`config.mk`:
```
export PLATFORM = sky130hd
export DESIGN_NAME = calc_sequencer_flat
export DESIGN_NICKNAME = d
export VERILOG_FILES = /design/src/rtl/calc_sequencer_if.sv /design/src/rtl/calc_sequencer.sv /design/src/flat_wrapper.sv
export SDC_FILE = /design/constraint.sdc
export NUM_CORES = 1
export LEC_CHECK = 0
export CORE_MARGIN = 2
export CORE_UTILIZATION = 48
export CTS_BUF_LIST = sky130_fd_sc_hd__clkbuf_8
export DETAILED_ROUTE_END_ITERATION = 10
export GPL_TIMING_DRIVEN = 1
export MAX_ROUTING_LAYER = met4
export PLACE_DENSITY = 0.78
export SYNTH_ARGS = -nofsm -noshare
export SYNTH_HDL_FRONTEND = slang
export SYNTH_SLANG_ARGS = --single-unit
```
`constraint.sdc`:
```
create_clock -name clock -period 3.75 [get_ports clock]
set_input_delay 0.375 -clock clock [delete_from_list [all_inputs] [get_ports clock]]
set_output_delay 0.375 -clock clock [all_outputs]
set_load 0.05 [all_outputs]
```
`src/rtl/calc_sequencer_if.sv`:
```
// Bus between the calculator sequencer, its keypad and its ALU.
// The slave modport is the sequencer's view; master is the keypad/ALU side.
interface calc_sequencer_if;
  logic       key_valid;
  logic [3:0] key_code;
  logic [7:0] regA;
  logic [7:0] regB;
  logic [1:0] opcode;
  logic       computestrobe;
  logic [7:0] result;
  logic       ovf;
  logic [7:0] display;
  logic       error;
  logic       busy;

  modport slave (
    input  key_valid, key_code, result, ovf,
    output regA, regB, opcode, computestrobe, display, error, busy
  );

  modport master (
    output key_valid, key_code, result, ovf,
    input  regA, regB, opcode, computestrobe, display, error, busy
  );
endinterface

```
`src/rtl/calc_sequencer.sv`:
```
// Keypad-driven calculator sequencer: builds two 8-bit operands, fires the ALU, shows the result.
// Define CALC_SEQUENCER_CHAIN_EN to let an operator in SHOW chain from the displayed result.
module calc_sequencer (
  input logic             clock,
  input logic             reset_n,
  calc_sequencer_if.slave bus
);

  typedef enum logic [2:0] {
    ENTER_A,
    ENTER_B,
    COMPUTE,
    WAIT,
    SHOW,
    ERR
  } state_t;

  state_t      state, state_next;
  logic [7:0]  reg_a, reg_a_next;
  logic [7:0]  reg_b, reg_b_next;
  logic [1:0]  opcode, opcode_next;
  logic [7:0]  display, display_next;
  logic        error, error_next;

  logic        is_digit, is_op, is_equals, is_clear, busy;
  logic [1:0]  key_op;
  logic [7:0]  active;
  logic [11:0] entry_value;
  logic        entry_ovf;

  assign is_digit  = bus.key_valid && (bus.key_code <= 4'd9);
  assign is_op     = bus.key_valid && (bus.key_code >= 4'd10) && (bus.key_code <= 4'd13);
  assign is_equals = bus.key_valid && (bus.key_code == 4'd14);
  assign is_clear  = bus.key_valid && (bus.key_code == 4'd15);
  // key_code-10 for codes 10..13 reduces to the low two bits plus 2 (mod 4)
  assign key_op    = bus.key_code[1:0] + 2'd2;

  assign busy        = (state == COMPUTE) || (state == WAIT);
  assign active      = (state == ENTER_B) ? reg_b : reg_a;
  assign entry_value = 12'(active) * 12'd10 + 12'(bus.key_code);
  assign entry_ovf   = (entry_value > 12'd255);

  always_ff @(posedge clock) begin
    if (!reset_n) begin
      state   <= ENTER_A;
      reg_a   <= 8'd0;
      reg_b   <= 8'd0;
      opcode  <= 2'b00;
      display <= 8'd0;
      error   <= 1'b0;
    end else begin
      state   <= state_next;
      reg_a   <= reg_a_next;
      reg_b   <= reg_b_next;
      opcode  <= opcode_next;
      display <= display_next;
      error   <= error_next;
    end
  end

  always_comb begin
    state_next   = state;
    reg_a_next   = reg_a;
    reg_b_next   = reg_b;
    opcode_next  = opcode;
    display_next = display;
    error_next   = error;

    case (state)
      ENTER_A, ENTER_B: begin
        if (is_digit) begin
          if (entry_ovf) begin
            state_next = ERR;
            error_next = 1'b1;
          end else begin
            if (state == ENTER_A) reg_a_next = entry_value[7:0];
            else                  reg_b_next = entry_value[7:0];
            display_next = entry_value[7:0];
          end
        end else if (is_op) begin
          opcode_next = key_op;
          if (state == ENTER_A) begin
            reg_b_next = 8'd0;
            state_next = ENTER_B;
          end
        end else if (is_equals && (state == ENTER_B)) begin
          // Divide by zero is caught here so the ALU never sees it
          if ((opcode == 2'b11) && (reg_b == 8'd0)) begin
            state_next = ERR;
            error_next = 1'b1;
          end else begin
            state_next = COMPUTE;
          end
        end
      end
      COMPUTE: state_next = WAIT;
      WAIT: begin
        if (bus.ovf) begin
          state_next = ERR;
          error_next = 1'b1;
        end else begin
          display_next = bus.result;
          state_next   = SHOW;
        end
      end
      SHOW: begin
        if (is_digit) begin
          reg_a_next   = {4'd0, bus.key_code};
          display_next = {4'd0, bus.key_code};
          state_next   = ENTER_A;
        end else if (is_op) begin
`ifdef CALC_SEQUENCER_CHAIN_EN
          reg_a_next  = display;
          opcode_next = key_op;
          reg_b_next  = 8'd0;
          state_next  = ENTER_B;
`else
          state_next  = SHOW;
`endif
        end
      end
      ERR:     state_next = ERR;
      default: state_next = ENTER_A;
    endcase

    // Clear wins in every state that is not waiting on the ALU
    if (is_clear && !busy) begin
      state_next   = ENTER_A;
      reg_a_next   = 8'd0;
      reg_b_next   = 8'd0;
      opcode_next  = 2'b00;
      display_next = 8'd0;
      error_next   = 1'b0;
    end
  end

  assign bus.regA          = reg_a;
  assign bus.regB          = reg_b;
  assign bus.opcode        = opcode;
  assign bus.computestrobe = (state == COMPUTE);
  assign bus.display       = display;
  assign bus.error         = error;
  assign bus.busy          = busy;

endmodule

```
`src/flat_wrapper.sv`:
```
// flat-port wrapper written by rule: the top's interface ports become plain ports
module calc_sequencer_flat 
  (clock, reset_n, bus_key_valid, bus_key_code, bus_result, bus_ovf, bus_regA, bus_regB, bus_opcode, bus_computestrobe, bus_display, bus_error, bus_busy);
  calc_sequencer_if bus_i ();
  input logic clock;
  input logic reset_n;
  input wire logic [$bits(bus_i.key_valid)-1:0] bus_key_valid;
  input wire logic [$bits(bus_i.key_code)-1:0] bus_key_code;
  input wire logic [$bits(bus_i.result)-1:0] bus_result;
  input wire logic [$bits(bus_i.ovf)-1:0] bus_ovf;
  output wire logic [$bits(bus_i.regA)-1:0] bus_regA;
  output wire logic [$bits(bus_i.regB)-1:0] bus_regB;
  output wire logic [$bits(bus_i.opcode)-1:0] bus_opcode;
  output wire logic [$bits(bus_i.computestrobe)-1:0] bus_computestrobe;
  output wire logic [$bits(bus_i.display)-1:0] bus_display;
  output wire logic [$bits(bus_i.error)-1:0] bus_error;
  output wire logic [$bits(bus_i.busy)-1:0] bus_busy;
  assign bus_i.key_valid = bus_key_valid;
  assign bus_i.key_code = bus_key_code;
  assign bus_i.result = bus_result;
  assign bus_i.ovf = bus_ovf;
  assign bus_regA = bus_i.regA;
  assign bus_regB = bus_i.regB;
  assign bus_opcode = bus_i.opcode;
  assign bus_computestrobe = bus_i.computestrobe;
  assign bus_display = bus_i.display;
  assign bus_error = bus_i.error;
  assign bus_busy = bus_i.busy;
  calc_sequencer u_core (.clock(clock), .reset_n(reset_n), .bus(bus_i));
endmodule
```
==> results of run 1 <==
final cells by class:
type                            instances  area [sq um]
Clock buffer                            8           110
Fill cell                             348          1380
Inverter                                9          33.8
Multi-Input combinational cell        220          1650
Sequential cell                        30           602
Tap cell                               52          65.1
Timing Repair Buffer                   66           609
synthesized netlist by cell type (5+ instances only):
master / number
dfxtp_1: 30
a21oi_1: 20
nor2_1: 19
nand2_1: 17
nand3_1: 17
ha_1: 15
nand4_1: 15
o21ai_0: 12
o21ai_1: 12
clkbuf_1: 11
inv_1: 8
mux2_2: 8
nor3_1: 7
o31ai_1: 7
xnor2_1: 7
mux2i_1: 6
nor2b_1: 6
xor2_1: 5
worst register-to-register path: cells and delay by family (launching register included):
family | cells | cell delay [ns]
compound gates | 3 | 0.49
mux | 1 | 0.32
buf+inv | 6 | 0.83
simple gates | 4 | 0.88
flops | 1 | 0.34
fa+ha+maj | 2 | 0.76
cells by family after synthesis:
kind of cell             synth area share, %
multiplexers                            7.35
flip-flops                              26.7
adder cells (fa/ha/maj)                 10.1
AND/OR/NAND/NOR                         24.1
AO/OA/AOI/OAI                           21.8
buffers and inverters                   5.18
XOR/XNOR                                4.68
flip-flops by register name, indices dropped and copies added (netlist names):
signal and count:
u_core.bus.opcode 2, u_core.bus.regB 8, u_core.bus.display 8, u_core.state 3, u_core.bus.regA 8, u_core.bus.error 1
worst paths after layout:
path	startpoint	endpoint	slack, ns	cells after the start
hold reg to reg	u_core.bus.display[6]	u_core.bus.display[6]	0.46	2
setup reg to reg	u_core.state[1]	u_core.bus.regA[1]	0.03	16
setup / recovery	u_core.state[1]	u_core.bus.regA[1]	0.03	16
hold / removal	u_core.bus.display[6]	u_core.bus.display[6]	0.46	2
cell usage in the layout, fill, tap and decap left out, types with 7 or more instances in the layout:
cell type        count
clkdlybuf4s50_1     44
dfxtp_1             29
buf_4               21
nor2_1              19
a21oi_1             19
nand2_1             17
nand3_1             17
nand4_1             15
o21ai_0             12
o21ai_1             11
ha_1                11
clkbuf_8             8
inv_1                7
xnor2_1              7
nor3_1               7
layer usage:
layer | GRT usage [%] | vias up | part of all wire [%]
li1 | - | 1136 | -
met1 | 35.8 | 1155 | 41
met2 | 42.0 | 182 | 46
met3 | 4.44 | 26 | 9.9
met4 | 7.82 | 0 | 3.0
met5 | - | - | 0
metrics by stage:
stage / power, mW / hold slack, ns
after floorplan: 0.727 / 0.508
after global placement: 0.878 / 0.445
after detailed placement: 0.884 / 0.450
after CTS: 1.19 / 0.459
after global routing: 1.31 / 0.477
final: 1.26 / 0.458
power by group:
group	switching [mW]	internal, mW	total (mW)	leakage [nW]
clock network	0.125	0.185	0.311	0.0575
registers	0.0201	0.345	0.365	0.244
logic	0.357	0.224	0.581	0.914
total	0.503	0.754	1.26	1.22
what timing repair did:
| action | CTS | global route |
|---|---|---|
| resized for setup | 0 | 22 |
| pin swaps | 1 | 8 |
| endpoints found under the setup margin | 3 | 23 |
| setup buffers | 4 | 4 |
==> results by group, run 1 <==
Timing
  • Slew @ Worst Pin: approximately 0.8 ns
  • Final Skew: between 0.007 and 0.008 ns
  • Final Hold Fails: 0
  • Setup-failing EPs final: 0
  • Fin. max-slew vios: 0
  • Final WS setup: a little over 0.03 ns
  • Final Cycle Share: 99.2%
  • Relative slew slack: 46.6%
  • Fmax: roughly 270 MHz
  • Crit path time final: approximately 3.7 ns
  • Setup_tns: 0 ns

Global route
  • Initial antenna violation count: 0
  • Global-route wire length before repair: roughly 11 mm
  • Global-route usage over all layers: 26.8%
  • Largest net degree at the start of global routing: 25
  • Total grt overflow: 0
  • Vias in the first global route: ~2.2k

Place
  • Placer congestion estimate: roughly 1.0
  • Estimated wirelength of the detail-placed design: 5.00 mm
  • Placed cell count: 369
  • Dpl ws: -0.0337 ns
  • Port bufs: 44
  • DP Area: about 0.0028 sq mm

Synthesis
  • Yosys top cell by area: dfxtp_1
  • #FFs+latches synth: 30
  • Synth Instances: about 280
  • Synth Cell Area: 0.00225 sq mm
  • Cell variety after synth: between 40 and 50
  • Syn. warnings: 0
  • Post-synth ARST share: 0%
  • Sequential element share of the synthesized area: a little over a quarter
  • Syn Nets: 308
  • Post-synth EDFFs: 0
  • Syn_area_per_cell: 8.17 sq um
  • Largest cells by area after synthesis: dfxtp_1 (27%), ha_1 (8.4%), a21oi_1 (4.5%)
  • Synth top area share: a little over a quarter
  • Post-synth top flop: dfxtp_1

Critical path
  • WP data required: 3.91 ns
  • Setup CP Type: reg2reg
  • CP max stage delay: ~0.5 ns
  • CP Max Fanout: 6
  • Crit-path cells: nor3b_2, buf_4, buf_4, buf_4, mux2_4, ha_4, inv_1, fa_1, nor4b_4, o211ai_1, o211ai_1, nand4_1, buf_4, buf_4, nand3_1, o31ai_2
  • Most used cell, CP: buf_4
  • Worst Path Arrival: roughly 3.9 ns
  • Delay-heaviest family, CP: simple AND/OR/NAND/NOR gates
  • Startpoint type of the worst setup path: flip-flop
  • Worst path buffer plus inverter count: 6
  • Crit-path slowest cell: fa_1
  • Setup crit end kind: flip-flop

Routing
  • # DRC: 0
  • Via density: between 6 and 7
  • Drt wl/cell: 18.4 um
  • Initial DRC count: between 200 and 300
  • Post-route ant nets: 0
  • Final wirelength: a little over 7 mm
  • Routed vias: between 2k and 2.5k
  • Router iterations before antenna repair: 6

Floorplan
  • Site Rows: 24
  • Chip width: between 70 and 80 um
  • Starting Density: 50.5%
  • Vert. Die Dim: roughly 72 um
  • Core Footprint: between 0.004 and 0.005 sq mm
  • DIE AREA: ~0.0052 sq mm
  • IO Pins: 45

Power
  • P_leak: between 1 and 1.5 nW
  • Pwr dens: 410 mW/mm^2
  • Max IR drop VDD: between 0.15 and 0.2 mV

Clocking
  • Clk root buf: clkbuf_8
  • Clock transition at path regs: 0.07 ns
  • CTS H-tree depth: 2
  • Hold buffers post-CTS: 0
  • TritonCTS clock tree: yes
  • TritonCTS Sinks: 30
  • Clock buffer count from CTS: 5
  • Clock Path Buffers: 2
  • Clk_lat worst skew: 0.29 ns

Cells and area
  • Final core area utilization: a little under 70%
  • Final non-filler cell total: 385
  • Area grow syn2layout: 36.5%
  • Share of cells above drive strength 1: between 10% and 20%
  • Final instance area: 0.00307 sq mm
  • Final #Nets: 365
  • Number of antenna diodes: 0

Run status
  • Run status: finished, final reports clean

Flow run
  • Max Cap Violations: 0

Min path
  • HP Class: reg2reg
Note: power is estimated with default switching activity, not from simulation.
==> run 2: changes to the inputs <==
--- a/config.mk
+++ b/config.mk
@@ -5,10 +5,12 @@
 export SDC_FILE = /design/constraint.sdc
 export NUM_CORES = 1
 export LEC_CHECK = 0
+export CAP_MARGIN = 20
 export CORE_MARGIN = 2
 export CORE_UTILIZATION = 48
 export CTS_BUF_LIST = sky130_fd_sc_hd__clkbuf_8
 export DETAILED_ROUTE_END_ITERATION = 10
+export GPL_ROUTABILITY_DRIVEN = 1
 export GPL_TIMING_DRIVEN = 1
 export MAX_ROUTING_LAYER = met4
 export PLACE_DENSITY = 0.78
==> results of run 2 <==
No change in the layout: final DEF, timing and power equal those of run 1.
==> run 3: changes to the inputs <==
--- a/config.mk
+++ b/config.mk
@@ -6,6 +6,7 @@
 export NUM_CORES = 1
 export LEC_CHECK = 0
 export CAP_MARGIN = 20
+export CORE_ASPECT_RATIO = 0.5
 export CORE_MARGIN = 2
 export CORE_UTILIZATION = 48
 export CTS_BUF_LIST = sky130_fd_sc_hd__clkbuf_8
==> run 3 against run 2 <==
  * Critical path depth shrank 2
  * Clock skew shrank 0.0012 ns
  * Maximum frequency grew 3.0%
  * Sequential cell count is the same
  * Register-to-register slack gained 0.11 ns
  * Global-route usage grew 1.2 points
==> results by group, run 3 (synthesis results as in run 1) <==
Run status
  • Run status: finished, final reports clean (unchanged)

Power
  • Max IR drop VDD: 0.179 mV (was 0.176 mV)
  • P_leak: 1.22 nW (about the same)
  • Power Total: 1.23 mW (was 1.26 mW)
  • Pwr dens: 398 mW/mm^2 (was 410 mW/mm^2)

Routing
  • Routed vias: 2403 (was 2499)
  • Post-route ant nets: 0 (unchanged)
  • Via density: 6.15 (was 6.49)
  • Router iterations before antenna repair: 4 (was 6)
  • # DRC: 0 (unchanged)
  • Initial DRC count: 240 (was 282)
  • Drt wl/cell: 18.7 um (was 18.4 um)
  • Final wirelength: 7.30 mm (was 7.09 mm)

Clocking
  • Clock buffer count from CTS: 5 (unchanged)
  • TritonCTS clock tree: yes (unchanged)
  • Clk root buf: clkbuf_8 (unchanged)
  • Hold buffers post-CTS: 0 (unchanged)
  • Clock Path Buffers: 2 (unchanged)
  • Clock transition at path regs: 0.07 ns (about the same)
  • Clk_lat worst skew: 0.28 ns (was 0.29 ns)
  • CTS H-tree depth: 2 (unchanged)
  • TritonCTS Sinks: 30 (unchanged)

Global route
  • Total grt overflow: 0 (unchanged)
  • Initial antenna violation count: 0 (unchanged)
  • Global-route usage over all layers: 28.1% (was 26.8%)
  • Largest net degree at the start of global routing: 25 (unchanged)
  • Global-route wire length before repair: 11.0 mm (was 10.6 mm)
  • Vias in the first global route: 2241 (was 2190)

Place
  • Estimated wirelength of the detail-placed design: 5.26 mm (was 5.00 mm)
  • Placer congestion estimate: 0.915 (was 1.00)
  • Port bufs: 44 (unchanged)
  • DP Area: 0.00280 sq mm (was 0.00278 sq mm)

Timing
  • Setup-failing EPs final: 0 (unchanged)
  • Setup_tns: 0 ns (unchanged)
  • Final Skew: 0.00628 ns (was 0.00750 ns)
  • Fmax: 277 MHz (was 269 MHz)
  • Fin. max-slew vios: 0 (unchanged)
  • Final Hold Fails: 0 (unchanged)
  • Crit path time final: 3.61 ns (was 3.72 ns)
  • Slew @ Worst Pin: 0.987 ns (was 0.801 ns)
  • Relative slew slack: 34.0% (was 46.6%)
  • Final Cycle Share: 96.3% (was 99.2%)

Cells and area
  • Commonest non-fill, non-tap cell in the layout: clkdlybuf4s50_1 (unchanged)
  • Share of cells above drive strength 1: 18.6% (was 17.7%)
  • Fillers: 327 (was 348)
  • Commonest non-fill, non-tap cells in the layout: clkdlybuf4s50_1 (44), dfxtp_1 (28), nor2_1 (19), a21oi_1 (19), buf_4 (18) (was clkdlybuf4s50_1 (44), dfxtp_1 (29), buf_4 (21), nor2_1 (19), a21oi_1 (19))
  • Number of antenna diodes: 0 (unchanged)
  • Final core area utilization: 69.8% (was 69.0%)
  • Final #Nets: 366 (was 365)
  • Area grow syn2layout: 38.1% (was 36.5%)
  • Final instance area: 0.00310 sq mm (was 0.00307 sq mm)

Critical path
  • Startpoint type of the worst setup path: flip-flop (unchanged)
  • Setup CP Type: reg2reg (unchanged)
  • CP Max Fanout: 6 (unchanged)
  • WP data required: 3.96 ns (was 3.91 ns)
  • Critical Path Source: u_core.state[2] (was u_core.state[1])
  • Critical Path End: u_core.bus.display[7] (was u_core.bus.regA[1])
  • R2r setup slk: 0.14 ns (was 0.03 ns)
  • Reg-to-reg endpoint: u_core.bus.display[7] (was u_core.bus.regA[1])
  • Worst Path Arrival: 3.82 ns (was 3.88 ns)
  • R2R Path Start: u_core.state[2] (was u_core.state[1])
  • Setup crit end kind: flip-flop (unchanged)
  • Reg2Reg Depth: 14 (was 16)

Floorplan
  • Site Rows: 17 (was 24)
  • Chip width: 101 um (was 72.4 um)
  • Vert. Die Dim: 52.4 um (was 72.4 um)
  • IO Pins: 45 (unchanged)
  • DIE AREA: 0.00528 sq mm (was 0.00524 sq mm)
  • Starting Density: 50.5% (about the same)
  • Core Footprint: 0.00445 sq mm (was 0.00444 sq mm)

Min path
  • HP Class: reg2reg (unchanged)

Flow run
  • Max Cap Violations: 0 (unchanged)
[run 3: cell types whose count changed in the layout (fill, tap and decap cells not counted), sizes merged]
cell,previous run,this run
buf,22,23
clkbuf,8,6
clkinv,0,1
clkinvlp,0,1
[run 3: through the flow]
| stage | hold slack [ns] | worst slack, ns | instances |
|---|---|---|---|
| final | 0.455 | 0.140 | 391 |
| after global routing | 0.471 | -0.0233 | 391 |
| after floorplan | 0.508 | 0.00619 | 275 |
| after global placement | 0.447 | 0.138 | 375 |
| after detailed placement | 0.449 | -0.00208 | 375 |
| after CTS | 0.459 | 0.0265 | 385 |
[run 3: area by class of cell]
cell class,count,area [sq um],area share [%]
Multi-Input combinational cell,220,1670,53.7
Timing Repair Buffer,67,632,20.4
Sequential cell,30,603,19.4
Clock buffer,6,82.6,2.66
Tap cell,57,71.3,2.30
Inverter,9,33.8,1.09
Clock inverter,2,12.5,0.403
[run 3: timing repair]
item / CTS / global route
pin swaps: 0 / 13
setup endpoints to repair: 2 / 28
buffers inserted: 2 / 5
resized for setup: 0 / 31
cloned: 0 / 1
[run 3: worst min-delay path by stage]
stage | startpoint | to | slack, ns | depth (start not counted)
floorplan | bus_key_code[0] | u_core.bus.regA[0] | 0.51 | 2
global placement | u_core.bus.display[1] | u_core.bus.display[1] | 0.45 | 2
detailed placement | u_core.bus.display[4] | u_core.bus.display[4] | 0.45 | 2
CTS | u_core.bus.display[4] | u_core.bus.display[4] | 0.46 | 2
global route | u_core.bus.display[2] | u_core.bus.display[2] | 0.47 | 2
finish | u_core.bus.display[4] | u_core.bus.display[4] | 0.45 | 2
[run 3: critical path, cell delays in order (launching register included)]
cell,delay (ns)
dfxtp_2,0.33
nor3b_2,0.20
buf_6,0.17
buf_4,0.12
buf_4,0.12
mux2_4,0.33
ha_1,0.28
ha_1,0.40
and3_1,0.22
a22oi_1,0.19
xnor2_1,0.18
o21ai_1,0.21
nand4_1,0.24
a2111o_1,0.45
a21oi_1,0.12
[run 3: where the power goes]
group | switching [mW] | internal (mW) | leakage [nW] | total [mW]
clock network | 0.131 | 0.147 | 0.0472 | 0.278
registers | 0.0197 | 0.345 | 0.244 | 0.365
logic | 0.363 | 0.229 | 0.928 | 0.592
total | 0.514 | 0.721 | 1.22 | 1.23
[run 3: metal layers]
metal	vias up	GRT usage, %	wire length [um]
met2	112	45.0	3290
met5	-	-	0
met1	1136	37.4	3310
li1	1139	-	-
met4	0	6.62	108
met3	16	4.93	587
